`config.mk`:
```
export PLATFORM = sky130hd
export DESIGN_NAME = spike_time_encoder
export DESIGN_NICKNAME = d
export VERILOG_FILES = /design/src/rtl/spike_enc_pkg.sv /design/src/rtl/spike_line_gen.sv /design/src/rtl/spike_time_encoder.sv
export SDC_FILE = /design/constraint.sdc
export NUM_CORES = 1
export LEC_CHECK = 0
export ABC_AREA = 0
export CORE_MARGIN = 2
export CORE_UTILIZATION = 40
export CTS_BUF_LIST = sky130_fd_sc_hd__clkbuf_16
export DETAILED_ROUTE_END_ITERATION = 16
export PLACE_DENSITY_LB_ADDON = 0.1
export SYNTH_ARGS = -nofsm -noshare
export SYNTH_HDL_FRONTEND = slang
export SYNTH_SLANG_ARGS = --single-unit
```
`constraint.sdc`:
```
create_clock -name clk -period 5.09 [get_ports clk]
set_input_delay 1.018 -clock clk [delete_from_list [all_inputs] [get_ports clk]]
set_output_delay 1.018 -clock clk [all_outputs]
set_load 0.01 [all_outputs]
```
`src/rtl/spike_enc_pkg.sv`:
```
// Shared types and constants for the spike-time encoder.
// Build option: SPIKE_ENC_NOSPIKE_EN (top code value means "no spike").
package spike_enc_pkg;

  typedef enum logic [1:0] {
    ST_IDLE = 2'd0,
    ST_RUN  = 2'd1,
    ST_GAP  = 2'd2
  } enc_state_t;

  localparam int ENC_INPUT_SIZE = 32;
  localparam int ENC_T_BITS     = 3;
  localparam int GAMMA_LEN      = 2 ** ENC_T_BITS;
  localparam int NOSPIKE_CODE   = GAMMA_LEN - 1;

endpackage

```
`src/rtl/spike_line_gen.sv`:
```
// One spike line: latched code, slot compare, registered output.
// Build option: SPIKE_ENC_NOSPIKE_EN (top code value never fires).
module spike_line_gen
  import spike_enc_pkg::*;
#(
  parameter int T_BITS = ENC_T_BITS
) (
  input  logic              clk,
  input  logic              rst,
  input  logic              load,
  input  logic              advance,
  input  logic [T_BITS-1:0] load_code,
  input  logic [T_BITS-1:0] next_slot,
  output logic              spike
);

  localparam logic [T_BITS-1:0] NOSPIKE = '1;

  logic [T_BITS-1:0] code_q;
  logic [T_BITS-1:0] cmp_code;
  logic [T_BITS-1:0] cmp_slot;
  logic              fire;

  // On load the first visible slot is 0, compared against the new code.
  always_comb begin
    cmp_code = load ? load_code : code_q;
    cmp_slot = load ? '0 : next_slot;
    fire     = (cmp_slot >= cmp_code);
`ifdef SPIKE_ENC_NOSPIKE_EN
    if (cmp_code == NOSPIKE) begin
      fire = 1'b0;
    end
`else
    if (cmp_code == NOSPIKE) begin
      fire = (cmp_slot == NOSPIKE);
    end
`endif
  end

  always_ff @(posedge clk or posedge rst) begin
    if (rst) begin
      code_q <= '0;
      spike  <= 1'b1;
    end else begin
      if (load) begin
        code_q <= load_code;
      end
      if (load || advance) begin
        spike <= ~fire;
      end else begin
        spike <= 1'b1;
      end
    end
  end

endmodule

```
`src/rtl/spike_time_encoder.sv`:
```
// Spike-time encoder: one gamma cycle of 1->0 events per vector.
// Build option: SPIKE_ENC_NOSPIKE_EN (top code value means "no spike").
module spike_time_encoder
  import spike_enc_pkg::*;
#(
  parameter int INPUT_SIZE = ENC_INPUT_SIZE,
  parameter int T_BITS     = ENC_T_BITS
) (
  input  logic                         clk,
  input  logic                         rst,
  input  logic                         in_valid,
  input  logic [INPUT_SIZE*T_BITS-1:0] in_times,
  output logic                         in_ready,
  output logic [0:INPUT_SIZE-1]        spike_out,
  output logic                         gamma_start,
  output logic                         busy
);

  localparam logic [T_BITS-1:0] LAST = '1;

  enc_state_t        state_q;
  enc_state_t        state_d;
  logic [T_BITS-1:0] slot_q;
  logic [T_BITS-1:0] slot_d;
  logic [T_BITS-1:0] slot_nx;
  logic              transfer;
  logic              advance;

  assign in_ready = (state_q != ST_RUN);
  assign transfer = in_valid && in_ready;
  assign slot_nx  = slot_q + T_BITS'(1);
  assign advance  = (state_q == ST_RUN) && (slot_q != LAST);

  always_comb begin
    state_d = state_q;
    slot_d  = slot_q;
    unique case (state_q)
      ST_IDLE: begin
        if (transfer) begin
          state_d = ST_RUN;
          slot_d  = '0;
        end
      end
      ST_RUN: begin
        slot_d = slot_nx;
        if (slot_q == LAST) begin
          state_d = ST_GAP;
        end
      end
      ST_GAP: begin
        slot_d  = '0;
        state_d = transfer ? ST_RUN : ST_IDLE;
      end
      default: begin
        state_d = ST_IDLE;
        slot_d  = '0;
      end
    endcase
  end

  always_ff @(posedge clk or posedge rst) begin
    if (rst) begin
      state_q     <= ST_IDLE;
      slot_q      <= '0;
      gamma_start <= 1'b0;
      busy        <= 1'b0;
    end else begin
      state_q     <= state_d;
      slot_q      <= slot_d;
      gamma_start <= transfer;
      busy        <= (state_d != ST_IDLE);
    end
  end

  for (genvar i = 0; i < INPUT_SIZE; i++) begin : g_line
    spike_line_gen #(
      .T_BITS(T_BITS)
    ) u_line (
      .clk      (clk),
      .rst      (rst),
      .load     (transfer),
      .advance  (advance),
      .load_code(in_times[i*T_BITS +: T_BITS]),
      .next_slot(slot_nx),
      .spike    (spike_out[i])
    );
  end

endmodule

```
* Word-level counts from Yosys, hierarchy flattened
Cells that the tools add are included.
Widths: inputs -> output; s select.
** Cells by class
- Reductions and logical operators :: 5
- Multiplexer cells :: 103
- Order comparisons :: 32
- Add/subtract/negate cells :: 1
- Equal/unequal tests :: 39
- Bitwise gates (word level) :: 32
** Operators with widths (count)
- $eq 3x3->1 const B :: 34
- $mux 3 :: 34
- $ge 3x3->1 :: 32
- $mux 1 :: 65
- $not 1->1 :: 32
- $pmux 2 s3 :: 1
- $pmux 3 s2 :: 1
- $mux 2 :: 2
- $ne 2x1->1 const B :: 2
- $add 3x1->3 const B :: 1
- $ne 3x3->1 const B :: 1
- $eq 2x1->1 const B :: 1
- $eq 2x2->1 const B :: 1
- $logic_and 1x1->1 :: 2
- $logic_not 2->1 :: 1
- $reduce_bool 2->1 :: 1
- $logic_or 1x1->1 :: 1
** Word-level totals
- Logic and storage cells :: 280
- Bits in registers :: 135
- Input bits :: 99
- Output and inout bits :: 35

* Logic depth before layout (Yosys ltp)
- Depth after elaboration :: 7
- Gate-level depth with buffers :: 13

* By module
Synthesis repeated with hierarchy kept, for this count alone.
** Second synthesis, totals
- Cells, all modules :: 766
- Area, all modules :: 9326.4 um^2
** Modules (own cells, without submodules)
- spike_line_gen :: cells an instance 23, area an instance 281.5 um^2, instances 32
- spike_time_encoder :: cells an instance 30, area an instance 317.8 um^2, instances 1

* Worst setup path after synthesis
OpenSTA, ideal clock, no wires.
- Kind :: in2reg
- Start point :: in in_valid
- End point :: reg g_line[8].u_line.spike
- Slack :: 1435 ps
- Arrival :: 3553 ps
- Buffers on the path :: 3
- Stages :: 10
- Data required time :: 4988 ps
- Cell sequence :: buf_2 nand2_2 buf_2 buf_2 nand2_1 ha_1 nor2b_1 maj3_1 a2111oi_0 o211ai_1
** On the way
- Word-level cells in the longest chain between the ends :: 6
** RTL lines
- from (decl) :: line spike_time_encoder.sv:11 : input logic in_valid,
- $logic_and 1x1->1 (*) :: line spike_time_encoder.sv:30 : assign transfer = in_valid && in_ready;
- $mux 3 (on tied branches)
- $ge 3x3->1, or another cell as far along :: line spike_line_gen.sv:28 : fire = (cmp_slot >= cmp_code);
- $mux 1 :: line spike_line_gen.sv:34 : if (cmp_code == NOSPIKE) begin
- $not 1->1 :: line spike_line_gen.sv:49 : spike <= ~fire;
- $mux 1 (*) :: line spike_line_gen.sv:48 : if (load || advance) begin
- to (signal assigned) :: line spike_line_gen.sv:49
- to (decl) :: line spike_line_gen.sv:14 : output logic spike
Every way passes the cells marked *; elsewhere a longest branch is shown, timed or not.
A chain may end at the register's enable or synchronous reset.

* Worst setup path after layout
- Start point :: reg state_q[1]
- End point :: reg g_line[6].u_line.spike
** On the way
- Word-level cells in the longest chain between the ends :: 7
** RTL lines
- from (decl) :: line spike_time_encoder.sv:21 : enc_state_t state_q;
- from (signal assigned) :: line spike_time_encoder.sv:68 : state_q <= state_d;
- $ne 2x1->1 :: line spike_time_encoder.sv:29 : assign in_ready = (state_q != ST_RUN);
- $logic_and 1x1->1 :: line spike_time_encoder.sv:30
- $mux 3 (on tied branches)
- $ge 3x3->1, or another cell as far along :: line spike_line_gen.sv:28
- $mux 1 :: line spike_line_gen.sv:34
- $not 1->1 :: line spike_line_gen.sv:49
- $mux 1 (*) :: line spike_line_gen.sv:48
- to (signal assigned) :: line spike_line_gen.sv:49
- to (decl) :: line spike_line_gen.sv:14
Marked as above.

==> key figures <==
Floorplan
  – Starting Density: 0.4057
  – I/O Pins: 134
  – Site Rows: 51
  – Die X: 144.0 um
  – Die ar.: 20750 um2
  – Core area: 19330 um2
  – Die Y: 144.0 um

CTS
  – CTS root buffer: clkbuf_16
  – Post_cts resized: 0
  – H-tree lvl count: 4
  – Maximum clock path buffer count: 2
  – Num CTS Buffers: 17
  – CTS tree: done
  – Hold buffer count at cts: 0
  – CTS Sinks: 135
  – Setup bufs post-CTS: 0
  – Worst-path clk slew: 0.06 ns
  – Later-pin clock latency in the skew report: 0.42 ns

STA
  – Worst-case clock skew: 0.008659 ns
  – Pins Over Slew Limit: 0
  – Unrepaired setup endpoints after global routing: false
  – Final Hold Vio Count: 0
  – Final min period: 3.667 ns
  – Fmax: 0.2727 GHz
  – Slew margin rel.: 0.2644
  – Endpoints failing setup: 0
  – Setup_tns: 0 ns
  – Fin crit share: 0.7203
  – Setup WS post-layout: 1.424 ns
  – Slew @ Worst Pin: 1.102 ns

Critical path
  – CP Data Required Time: 5.40 ns
  – Critical Path Sink Type: flip-flop
  – Cell breakdown of the critical path: and2b_4, inv_4, nand2_4, nand2_2, ha_1, nor2b_1, maj3_1, a2111oi_0, o211ai_1
  – CP Launch Type: flip-flop
  – Crit-path slowest cell: nand2_2
  – CP arrival: 3.98 ns
  – Critical path class: flip-flop to flip-flop
  – Max incr delay on CP: 0.62 ns
  – CP Max Fanout: 54

GRT
  – GRT Overall Usage: 0.2118
  – First-pass GRT wire length: 34.29 mm
  – GRT overflow: 0
  – Largest net degree at the start of global routing: 121
  – Initial antenna violation count: 0
  – Vias in the first global route: 6659

Logic synthesis
  – Cell taking the most area after synthesis: dfrtp_1
  – Number of enable flip-flop cells after synthesis: 0
  – Post-synth top flop: dfrtp_1
  – Synth Net Count: 1038
  – Post-Synthesis Cells: 905
  – Syn avg cell area: 8.669 um2
  – Synth top area share: 0.3285
  – #FFs+latches synth: 135
  – Register area share after synthesis: 0.4357
  – Synth async-reset ratio: 1.000
  – Synth area leaders: dfrtp_1 33%, nand2_1 16%, dfstp_2 11%
  – Cell Area, Synth: 7845 um2
  – Netlist cell types: 51
  – Syn. warnings: 0

Status
  – Status: finished, final reports clean

Drt
  – Final ANT Viol Nets: 0
  – WL/cell: 16.95 um
  – Vias: 6781
  – Routed wire length: 21.27 mm
  – Post-route DRC: 0
  – DRT Pass-1 Iters: 5
  – Initial DRC count: 351
  – Vias per inst: 5.403

Worst hold path
  – Hold/Removal Path Class: flip-flop to flip-flop

Pwr
  – Pwr Density: 659.7 nW/um2
  – Leak: 4.251 nW
  – VDD IR max: 0.4463 mV

Cells and area
  – Antenna diode count: 0
  – Syn-to-layout area delta: 22.81%
  – Fillcell total: 1857
  – Fin nets: 1112
  – Share of cells above drive strength 1: 0.08687

Flow run
  – Max Cap Viol: 0

Placed design
  – GP Congestion: 0.7786
  – Hpwl dp: 12.69 mm
  – Dpl ws: 1.404 ns
  – Port Buf Inserts: 133
==> metal layers <==
layer,wire [um],part of all wire,GRT usage,vias to the layer above
met5,0,0,0,-
met1,10140,0.48,0.2931,3255
met2,9828,0.46,0.3421,179
met3,1103,0.052,0.04338,18
met4,200,0.0094,0.05108,0
li1,-,-,-,3329
==> Yosys cell counts (2+ instances only) <==
cell	instances
nor2b_1	14
maj3_1	12
buf_1	2
a21oi_1	5
inv_2	2
nand3_1	31
a2111oi_2	7
o211ai_1	29
and2_1	2
a22oi_1	2
nor2_1	43
and4_4	6
buf_2	33
o2111ai_1	10
and4_1	4
a221oi_1	18
a211oi_1	20
nand2b_1	19
dfrtp_1	103
dfstp_2	32
o2bb2ai_1	10
clkbuf_1	16
a2111oi_0	4
nand2_1	329
nor3_1	2
inv_1	3
buf_6	2
o21ai_0	12
a41oi_1	36
o21ai_1	11
buf_4	33
ha_1	34
==> cell families after synthesis <==
| logic type | count (synthesis) | synth area share |
|---|---|---|
| AO/OA/AOI/OAI | 173 | 0.1780 |
| multiplexers | 1 | 0.001276 |
| adder cells (fa/ha/maj) | 46 | 0.06954 |
| AND/OR/NAND/NOR | 457 | 0.2477 |
| buffers and inverters | 93 | 0.06778 |
| flip-flops | 135 | 0.4357 |
==> worst max-delay path: cells and delay by family, from the launching register on <==
family	cells	cell delay (ns)
AOI/OAI and AO/OA	2	0.59
adders and majority gates	2	0.93
buffers and inverters	1	0.25
DFF	1	0.44
and+or+nand+nor	4	1.33
==> placed cells by master, fill, tap and decap left out, types with 3 or more instances in the layout <==
cell and instances:
o21ai_0 12, a221oi_1 18, inv_1 7, nand2_1 328, o2bb2ai_1 10, clkdlybuf4s50_1 132
a2111oi_0 4, maj3_1 12, nand3_1 31, nor2_1 43, dfstp_2 32, o211ai_1 29
ha_1 34, and4_1 4, a21oi_1 5, o21ai_1 11, nor2b_1 14, clkbuf_16 17
dfrtp_1 103, a2111oi_2 7, buf_4 6, clkinv_1 4, nand2b_1 19, a41oi_1 36
and4_4 6, clkinv_2 3, a211oi_1 20, o2111ai_1 10
==> per-stage QoR <==
stage               total power [mW]  instances  cell area (um2)  utilization  hold WS, ns
finish                         6.356       1255             9634       0.4983       0.5024
global route                   6.911       1255             9634       0.4983       0.5493
CTS                            6.401       1255             9634       0.4983       0.5017
detailed placement             5.226       1225             9105       0.4709       0.4884
global placement               5.181       1225             9105       0.4709       0.4854
floorplan                      4.373        905             7845            -       0.4620
==> layout make-up <==
cell class / count / area, um2 / area share
well taps: 265 / 331.6 / 0.03442
clock inverters: 13 / 103.9 / 0.01078
multi-input cells: 677 / 3909 / 0.4057
repair buffers: 141 / 1411 / 0.1465
inverters: 7 / 35.03 / 0.003636
clock buffers: 17 / 425.4 / 0.04416
flip-flops and latches: 135 / 3418 / 0.3548
==> where the power goes <==
| part | switching (mW) | leakage, nW | total, mW | internal, mW |
|---|---|---|---|---|
| Clock | 0.445 | 0.278 | 1.14 | 0.696 |
| Sequential | 0.417 | 1.62 | 2.12 | 1.70 |
| Combinational | 1.80 | 2.35 | 3.10 | 1.30 |
| Total | 2.66 | 4.25 | 6.36 | 3.69 |
==> final timing paths <==
path                       slack (ns)                                   from  cells after the start                                     to
max                              1.42                   state_q[1]$_DFF_PP0_                      9       g_line[6].u_line.spike$_DFF_PP1_
min                              0.50  g_line[31].u_line.code_q[1]$_DFF_PP0_                      2  g_line[31].u_line.code_q[1]$_DFF_PP0_
max reg2reg                      1.42                   state_q[1]$_DFF_PP0_                      9       g_line[6].u_line.spike$_DFF_PP1_
min reg2reg                      0.50  g_line[31].u_line.code_q[1]$_DFF_PP0_                      2  g_line[31].u_line.code_q[1]$_DFF_PP0_
max in group asynchronous        3.01                                    rst                      3       g_line[9].u_line.spike$_DFF_PP1_
min in group asynchronous        1.12                                    rst                      2  g_line[27].u_line.code_q[0]$_DFF_PP0_
==> flip-flops by register name, indices dropped and copies added, names as in the netlist <==
register and cells:
busy 1, g_line.u_line.code_q 96, g_line.u_line.spike 32, gamma_start 1, slot_q 3, state_q 2
No activity file was read; power rests on OpenSTA's default activity.
